==> src/rtl/i2c_write_data.sv <==
// Bit-banged I2C write master: address byte, register pointer and 0-2 data bytes.
// Optional SCL clock stretching with timeout under `define I2C_CLOCK_STRETCH_EN.
module i2c_write_data #(
  parameter int unsigned ACK_CHECK       = 1,
  parameter int unsigned STRETCH_TIMEOUT = 255
) (
  input  logic        PT_CK,
  input  logic        RESET,
  input  logic        GO,
  input  logic [7:0]  SLAVE_ADDRESS,
  input  logic [7:0]  REG_ADDR,
  input  logic [15:0] DATA16,
  input  logic [1:0]  DATA_BYTES,
  input  logic        SDAI,
  input  logic        SCLI,
  output logic        SDAO,
  output logic        SCLO,
  output logic        END_OK,
  output logic        ACK_OK,
  output logic [2:0]  BYTE_CNT
);

  localparam int unsigned CNT_W  = 3;
  localparam int unsigned PH_W   = 2;
  localparam int unsigned BIT_W  = 4;
  localparam int unsigned BYTE_W = 8;

  typedef enum logic [2:0] {
    S_IDLE,
    S_START_A,
    S_START_B,
    S_BIT,
    S_STOP0,
    S_STOP1,
    S_STOP2,
    S_DONE
  } state_t;

  state_t              state, state_nxt;
  logic                go_d;
  logic [BYTE_W-1:0]   addr_q, addr_nxt;
  logic [BYTE_W-1:0]   reg_q, reg_nxt;
  logic [15:0]         data_q, data_nxt;
  logic [CNT_W-1:0]    n_q, n_nxt;
  logic [PH_W-1:0]     phase_q, phase_nxt;
  logic [BIT_W-1:0]    bit_q, bit_nxt;
  logic                sdao_nxt, sclo_nxt, end_ok_nxt, ack_ok_nxt;
  logic [CNT_W-1:0]    byte_cnt_nxt;

  logic                go_edge_c;
  logic [BYTE_W-1:0]   cur_byte_c;
  logic                tx_bit_c;
  logic [CNT_W-1:0]    cnt_inc_c;
  logic                ack_slot_end_c;
  logic                stop_after_c;
  logic                stall_c;
  logic                timeout_c;

  assign go_edge_c = GO & ~go_d;
  assign cnt_inc_c = BYTE_CNT + CNT_W'(1);

  // Byte currently on the wire, selected by how many bytes have completed
  always_comb begin
    cur_byte_c = data_q[7:0];
    case (BYTE_CNT)
      3'd0:    cur_byte_c = addr_q;
      3'd1:    cur_byte_c = reg_q;
      3'd2:    cur_byte_c = data_q[15:8];
      default: cur_byte_c = data_q[7:0];
    endcase
  end

  assign tx_bit_c       = (bit_q == BIT_W'(8)) ? 1'b1 : cur_byte_c[3'(BIT_W'(7) - bit_q)];
  assign ack_slot_end_c = (state == S_BIT) && (phase_q == PH_W'(3)) &&
                          (bit_q == BIT_W'(8)) && !stall_c;
  assign stop_after_c   = (SDAI && (ACK_CHECK != 0)) || (cnt_inc_c == n_q);

`ifdef I2C_CLOCK_STRETCH_EN
  localparam int unsigned STALL_W = $clog2(STRETCH_TIMEOUT + 2);

  logic [STALL_W-1:0] stall_cnt;
  logic               unused_c;

  // Slave holds SCL low after we released it: freeze the phase
  assign stall_c   = SCLO && !SCLI &&
                     (((state == S_BIT) && (phase_q == PH_W'(3))) || (state == S_STOP2));
  assign timeout_c = stall_c && (stall_cnt >= STALL_W'(STRETCH_TIMEOUT));
  assign unused_c  = SLAVE_ADDRESS[0];

  always_ff @(posedge PT_CK or posedge RESET) begin
    if (RESET) begin
      stall_cnt <= '0;
    end else if (stall_c) begin
      stall_cnt <= stall_cnt + STALL_W'(1);
    end else begin
      stall_cnt <= '0;
    end
  end
`else
  logic unused_c;

  assign stall_c   = 1'b0;
  assign timeout_c = 1'b0;
  assign unused_c  = ^{SCLI, SLAVE_ADDRESS[0], 32'(STRETCH_TIMEOUT)};
`endif

  // State and datapath registers
  always_ff @(posedge PT_CK or posedge RESET) begin
    if (RESET) begin
      state    <= S_IDLE;
      go_d     <= 1'b0;
      addr_q   <= '0;
      reg_q    <= '0;
      data_q   <= '0;
      n_q      <= '0;
      phase_q  <= '0;
      bit_q    <= '0;
      SDAO     <= 1'b1;
      SCLO     <= 1'b1;
      END_OK   <= 1'b1;
      ACK_OK   <= 1'b0;
      BYTE_CNT <= '0;
    end else begin
      state    <= state_nxt;
      go_d     <= GO;
      addr_q   <= addr_nxt;
      reg_q    <= reg_nxt;
      data_q   <= data_nxt;
      n_q      <= n_nxt;
      phase_q  <= phase_nxt;
      bit_q    <= bit_nxt;
      SDAO     <= sdao_nxt;
      SCLO     <= sclo_nxt;
      END_OK   <= end_ok_nxt;
      ACK_OK   <= ack_ok_nxt;
      BYTE_CNT <= byte_cnt_nxt;
    end
  end

  // Next-state logic
  always_comb begin
    state_nxt = state;
    case (state)
      S_IDLE:    if (go_edge_c) state_nxt = S_START_A;
      S_START_A: state_nxt = S_START_B;
      S_START_B: state_nxt = S_BIT;
      S_BIT: begin
        if (timeout_c) begin
          state_nxt = S_STOP0;
        end else if (ack_slot_end_c && stop_after_c) begin
          state_nxt = S_STOP0;
        end
      end
      S_STOP0:   state_nxt = S_STOP1;
      S_STOP1:   state_nxt = S_STOP2;
      S_STOP2:   if (!stall_c || timeout_c) state_nxt = S_DONE;
      S_DONE:    state_nxt = S_IDLE;
      default:   state_nxt = S_IDLE;
    endcase
  end

  // Next values of line drives, status outputs and transaction latches
  always_comb begin
    addr_nxt     = addr_q;
    reg_nxt      = reg_q;
    data_nxt     = data_q;
    n_nxt        = n_q;
    phase_nxt    = phase_q;
    bit_nxt      = bit_q;
    sdao_nxt     = SDAO;
    sclo_nxt     = SCLO;
    end_ok_nxt   = END_OK;
    ack_ok_nxt   = ACK_OK;
    byte_cnt_nxt = BYTE_CNT;
    case (state)
      S_IDLE: begin
        sdao_nxt   = 1'b1;
        sclo_nxt   = 1'b1;
        end_ok_nxt = 1'b1;
        if (go_edge_c) begin
          addr_nxt     = {SLAVE_ADDRESS[7:1], 1'b0};
          reg_nxt      = REG_ADDR;
          data_nxt     = DATA16;
          n_nxt        = (DATA_BYTES == 2'd0) ? CNT_W'(2) :
                         (DATA_BYTES == 2'd1) ? CNT_W'(3) : CNT_W'(4);
          end_ok_nxt   = 1'b0;
          ack_ok_nxt   = 1'b1;
          byte_cnt_nxt = '0;
          phase_nxt    = '0;
          bit_nxt      = '0;
        end
      end
      S_START_A: sdao_nxt = 1'b0;
      S_START_B: sclo_nxt = 1'b0;
      S_BIT: begin
        if (timeout_c) begin
          ack_ok_nxt = 1'b0;
        end else if (!stall_c) begin
          phase_nxt = phase_q + PH_W'(1);
          case (phase_q)
            2'd0: begin
              sclo_nxt = 1'b0;
              sdao_nxt = tx_bit_c;
            end
            2'd2: sclo_nxt = 1'b1;
            2'd3: begin
              if (bit_q == BIT_W'(8)) begin
                bit_nxt      = '0;
                byte_cnt_nxt = cnt_inc_c;
                if (SDAI) ack_ok_nxt = 1'b0;
              end else begin
                bit_nxt = bit_q + BIT_W'(1);
              end
            end
            default: ;
          endcase
        end
      end
      S_STOP0: begin
        sclo_nxt = 1'b0;
        sdao_nxt = 1'b0;
      end
      S_STOP1: sclo_nxt = 1'b1;
      S_STOP2: begin
        if (!stall_c || timeout_c) sdao_nxt = 1'b1;
        if (timeout_c) ack_ok_nxt = 1'b0;
      end
      S_DONE:  end_ok_nxt = 1'b1;
      default: ;
    endcase
  end

endmodule
==> config.mk <==
export PLATFORM = sky130hd
export DESIGN_NAME = i2c_write_data
export DESIGN_NICKNAME = d
export VERILOG_FILES = /design/src/rtl/i2c_write_data.sv
export SDC_FILE = /design/constraint.sdc
export NUM_CORES = 1
export LEC_CHECK = 0
export ABC_AREA = 1
export CAP_MARGIN = 20
export CORE_MARGIN = 2
export CORE_UTILIZATION = 50
export DETAILED_ROUTE_END_ITERATION = 12
export HOLD_SLACK_MARGIN = 0.1
export PLACE_DENSITY = 0.82
export SYNTH_ARGS = -nofsm -noshare
export SYNTH_HDL_FRONTEND = slang
export SYNTH_SLANG_ARGS = --single-unit
export TNS_END_PERCENT = 10
==> constraint.sdc <==
create_clock -name PT_CK -period 4.7 [get_ports PT_CK]
set_input_delay 1.41 -clock PT_CK [delete_from_list [all_inputs] [get_ports PT_CK]]
set_output_delay 1.41 -clock PT_CK [all_outputs]
set_load 0.05 [all_outputs]
## Yosys cells after proc, flatten, opt, wreduce, memory -nomap -nowiden

Cells that the tools add are included.

| operators by class | value |
|---|---|
| div/mod/pow operators | 0 |
| $add $sub $neg | 4 |
| bitwise logic cells | 2 |
| shifts and indexed selects | 0 |
| reductions and logical operators | 24 |
| mux-type cells | 30 |
| multipliers | 0 |
| magnitude comparators | 1 |
| equal/unequal tests | 21 |

Operator list:

| kind | count |
|---|---|
| $pmux 3 s8 | 1 |
| $pmux 8 s3 | 1 |
| $mux 3 | 7 |
| $eq 3x3->1 const B | 4 |
| $mux 4 | 3 |
| $reduce_and 2->1 | 5 |
| $eq 3x2->1 const B | 3 |
| $mux 1 | 8 |
| $ne 2x1->1 const B | 4 |
| $pmux 4 s2 | 1 |
| $reduce_or 2->1 | 4 |
| $eq 3x1->1 const B | 2 |
| $logic_not 3->1 | 2 |
| $pmux 1 s2 | 3 |
| $pmux 1 s3 | 2 |
| $pmux 3 s2 | 1 |
| $reduce_bool 3->1 | 2 |
| $reduce_and 5->1 | 1 |
| $add 4x1->4 const B | 1 |
| $eq 2x2->1 const B | 2 |
| $eq 4x4->1 const B | 1 |
| $logic_not 2->1 | 2 |
| $lt 3x4->1 const B | 1 |
| $ne 2x2->1 const B | 2 |
| other kinds (16) | 19 |

| storage, ports and cells | value |
|---|---|
| output and inout bits | 7 |
| bits in latches | 0 |
| bits of input ports | 39 |
| logic and storage cells | 95 |
| ROM bits | 0 |
| memories | 0 |
| register bits | 51 |
| bits in writable memories | 0 |

## Longest topological paths before layout

| logic depth | value |
|---|---|
| word-level depth | 7 |
| mapped depth | 13 |
| gate-level depth less buffers | 12 |

## Worst setup path after synthesis

OpenSTA, ideal clock, no wires.

| timing | value |
|---|---|
| path type | input-to-reg |
| start point | input port GO |
| end point | register bit_q[3] |
| slack | 2.383 ns |
| data arrival time | 2.199 ns |
| path buffers | 0 |
| library setup time | 0.119 ns |
| cell stages on the path | 7 |
| required time | 4.581 ns |
| cell sequence | inv_1 > nor2_1 > nand2_8 > nand2_4 > nand4_1 > xor2_1 > nor2_2 |

| between the ends | value |
|---|---|
| word-level cells in the longest chain between the ends | 3 |

Ends and longest elaborated chain:

| element | RTL line | source |
|---|---|---|
| start, declared | 9 | `input logic GO,` |
| $and 1x1->1 | 59 | `assign go_edge_c = GO & ~go_d;` |
| $ne 2x2->1 (no source line) | n/a |  |
| $reduce_and 3->1 (no source line) | n/a |  |
| end signal, assigned | 131 | `bit_q <= bit_nxt;` |
| end, declared | 46 | `logic [BIT_W-1:0] bit_q, bit_nxt;` |

Every way passes these cells.
A chain may end at the register's enable or synchronous reset.

## Final worst setup path

| timing | value |
|---|---|
| start point | register END_OK |
| end point | output port END_OK |

RTL lines:

| element | RTL line | source |
|---|---|---|
| start, declared | 18 | `output logic END_OK,` |
| start signal, assigned | 134 | `END_OK <= end_ok_nxt;` |

No word-level cell between the ends.

==> impl_table.tex <==
\begin{tabular}{lr}
\hline
Metric & Value \\
\hline
\multicolumn{2}{l}{\textbf{CTS}} \\
Clock tree from TritonCTS & yes \\
Post-CTS setup buffer count & 0 \\
Number of buffers between clock root and the deepest sink & 2 \\
Number of buffers inserted during clock tree synthesis & 5 \\
Number of clock sinks seen by CTS & 51 \\
Post\_cts resized & 0 \\
Clock root cell & clkbuf\_8 \\
Insertion delay of the later-clocked pin in the worst-skew pair & about 300 ps \\
Clock-pin slew of the registers on the worst-case setup and hold paths & $\sim$80 ps \\
Depth of the CTS H-tree & 2 \\
\# hold bufs at CTS & 0 \\
\multicolumn{2}{l}{\textbf{Finish}} \\
Final standard cell area without fillers & 3193 um2 \\
Leading cell types in the layout, fill and taps excluded & nand2\_1, dfrtp\_1, clkdlybuf4s50\_1, nand3\_1, inv\_1 \\
Multi-input combinational cell area & between 1000 and 1500 um2 \\
Number of fill cells in the layout & between 400 and 500 \\
Fin nets & $\sim$420 \\
Ratio of cells with drive above 1 in the final layout & 0.07527 \\
Most common library cell in the layout ignoring fill and taps & nand2\_1 \\
Storage cell area & 1280 um2 \\
Inserted Diodes & 0 \\
Layout-stage area growth over the synthesis result & 18.86\% \\
\multicolumn{2}{l}{\textbf{Power}} \\
Internal power summed over all cells & 0.001082 W \\
Static leakage power & 1.595 nW \\
Switching portion of total power & 0.4417 \\
Power density normalized to cell area & between 600 and 700 nW/um2 \\
Sequential Power Share & 0.399 \\
Relative contribution of combinational cells to total power & 0.478 \\
Net switching power & roughly 0.00086 W \\
Peak VDD IR & approximately 0.25 mV \\
Part of the total power dissipated in the clock network & 0.124 \\
\multicolumn{2}{l}{\textbf{Timing}} \\
Final period utilization & 0.6490 \\
Pins over their slew limit & 0 \\
Sum of negative setup slack & 0 ps \\
Setup Skew & approximately 7.5 ps \\
Fmax & roughly 330 MHz \\
Minimum period implied by the final worst setup slack & slightly above 3000 ps \\
Worst slew pin tran & about 500 ps \\
Setup violators final & 0 \\
Relative slew slack & 0.6667 \\
Final number of hold-violating endpoints & 0 \\
Unrepaired setup endpoints after global routing & false \\
\multicolumn{2}{l}{\textbf{Die}} \\
Area enclosed by the die boundary & 5975 um2 \\
Horizontal die dimension & roughly 77 um \\
Die height & between 70 and 80 um \\
Total number of placement rows & 26 \\
Area of the placeable core & a little over 5000 um2 \\
Starting utilization of the core area & 0.5226 \\
Number of I/O pins & between 40 and 50 \\
\multicolumn{2}{l}{\textbf{Detailed routing}} \\
Total number of vias & 2206 \\
Post-Route WL & approximately 5.4 mm \\
Remaining antenna violation count & 0 \\
First-pass iteration count of the detailed router & 4 \\
\# DRC & 0 \\
DR iter-0 viols & 145 \\
Wirelength per Cell & $\sim$12 um \\
Detailed-route vias per instance & between 4 and 5 \\
\multicolumn{2}{l}{\textbf{Logic synthesis}} \\
Mapped cell area & 2686 um2 \\
Synthesized area per cell & about 8 um2 \\
Number of different library cells in the post-synthesis netlist & 29 \\
Syn Inst Count & around 330 \\
Warnings, synthesis & 0 \\
Top post-synthesis cells by area & dfrtp\_1, nand2\_1, nand3\_1, ha\_1, buf\_6 \\
Register bit total from synthesis & slightly above 50 \\
Cell type contributing the most total cell area after synthesis & dfrtp\_1 \\
Fraction of post-synthesis cell area in the top cell type by area & 0.4471 \\
Post-synthesis sequential area ratio & 0.4765 \\
Number of nets in the synthesized netlist & between 300 and 400 \\
\multicolumn{2}{l}{\textbf{GRT}} \\
Number of antenna violations at the first check in global routing & 0 \\
Wire length of the first global-routing pass & 9.549 mm \\
Number of global-route vias before repair & about 2200 \\
All-Layer GR Usage & 0.1995 \\
GRT Residual Overflow & 0 \\
Pin count of the biggest net entering global routing & 52 \\
\multicolumn{2}{l}{\textbf{Worst setup path}} \\
Critical Path Sink Type & primary output \\
Worst Reg-to-Reg Cells & 11 \\
Cell with the biggest individual delay on the critical path & clkdlybuf4s50\_1 \\
Setup crit start kind & flop \\
Critical path data arrival time & 1640 ps \\
CP Max Fanout & 2 \\
Critical path's top delay family & buffers and inverters \\
Sequence of cells on the critical path & clkdlybuf4s50\_1 \\
Data required time of the critical path & between 3000 and 4000 ps \\
Stage delay of the slowest cell on the critical path & around 800 ps \\
Depth of the critical timing path with buffers and inverters included & 1 \\
Critical path buffers and inverters & 1 \\
Category of the critical setup timing path & reg -> out \\
\multicolumn{2}{l}{\textbf{Placed design}} \\
Dpl cell area & roughly 3100 um2 \\
Port Buf Inserts & 43 \\
Placer Congestion & about 0.83 \\
Detailed-placement wirelength estimate & around 3.8 mm \\
\multicolumn{2}{l}{\textbf{Job}} \\
Max-capacitance violation count & 0 \\
\multicolumn{2}{l}{\textbf{Outcome}} \\
Outcome & finished, final reports clean \\
\multicolumn{2}{l}{\textbf{Worst hold path}} \\
Worst min path class & reg -> reg \\
Worst Hold Depth & 2 \\
\hline
\end{tabular}
## power groups by stage
stage / Sequential [W] / Combinational (W) / Clock [W]
floorplan: 0.000838 / 0.000642 / 0
finish: 0.000773 / 0.000926 / 0.000240
global route: 0.000797 / 0.00106 / 0.000259
CTS: 0.000773 / 0.000929 / 0.000248
global placement: 0.000771 / 0.000891 / 0
detailed placement: 0.000781 / 0.000922 / 0
## routing by layer
metal,track usage,part of all wire
met5,0,0
met1,0.2463,0.43
met2,0.3522,0.51
met4,0.06607,0.016
met3,0.03529,0.046
## registers in the layout (all words and copies together) (netlist names)
signal and count:
ACK_OK 1, BYTE_CNT 3, END_OK 1, SCLO 1, SDAO 1, addr_q 7, bit_q 4, data_q 16
go_d 1, n_q 3, phase_q 2, reg_q 8, state 3
## final timing paths
check                      slack, ps        end   startpoint
max                             1650     END_OK       END_OK
min                              480     ACK_OK       ACK_OK
max reg2reg                     2730       SDAO  BYTE_CNT[0]
min reg2reg                      480     ACK_OK       ACK_OK
max in group asynchronous       2780     END_OK        RESET
min in group asynchronous       1370  addr_q[3]        RESET
## cells by family after synthesis
family / synth area share
buffers and inverters: 0.08384
xor gates and xnor gates: 0.006522
AOI/OAI and AO/OA: 0.06614
adders and majority gates: 0.04192
DFF: 0.4765
and+or+nand+nor: 0.3251
## Yosys cell counts
| cell | instances |
|---|---|
| nand2_1 | 130 |
| dfrtp_1 | 48 |
| nand3_1 | 40 |
| inv_1 | 24 |
| nor2_1 | 16 |
| o21ai_0 | 13 |
| ha_1 | 9 |
| buf_6 | 8 |
| a21oi_1 | 7 |
| nor2_2 | 4 |
| buf_2 | 3 |
| dfstp_2 | 3 |
| inv_4 | 3 |
| nand2_2 | 3 |
| nand4_1 | 3 |
| clkbuf_1 | 2 |
| nand2_4 | 2 |
| o21a_1 | 2 |
| o21ai_1 | 2 |
| o22ai_1 | 2 |
| a211oi_1 | 1 |
| a21oi_2 | 1 |
| a22oi_1 | 1 |
| inv_2 | 1 |
| nand2_8 | 1 |
| nor2_8 | 1 |
| o21ai_4 | 1 |
| xnor2_1 | 1 |
| xor2_1 | 1 |
## metrics by stage
step           power (W)  setup slack [ps]  utilization  instances  hold WS, ps
3_5_place_dp    0.001703              1429       0.6015        433        465.5
5_1_grt         0.002113              1605       0.6212        442        506.2
3_3_place_gp    0.001661              1472       0.6015        433        463.3
4_1_cts         0.001950              1637       0.6173        441        486.9
6_report        0.001939              1650       0.6212        442        481.3
2_1_floorplan   0.001479              2065            -        333        449.6
## area by class of cell
| type | instances | area share |
|---|---|---|
| clock buffer | 7 | 0.02390 |
| timing repair buffer | 44 | 0.1411 |
| inverter | 28 | 0.03527 |
| multi-input combinational | 241 | 0.3699 |
| clock inverter | 1 | 0.001567 |
| sequential | 51 | 0.4009 |
| tap | 70 | 0.02743 |
(Power assumes the default switching activity.)
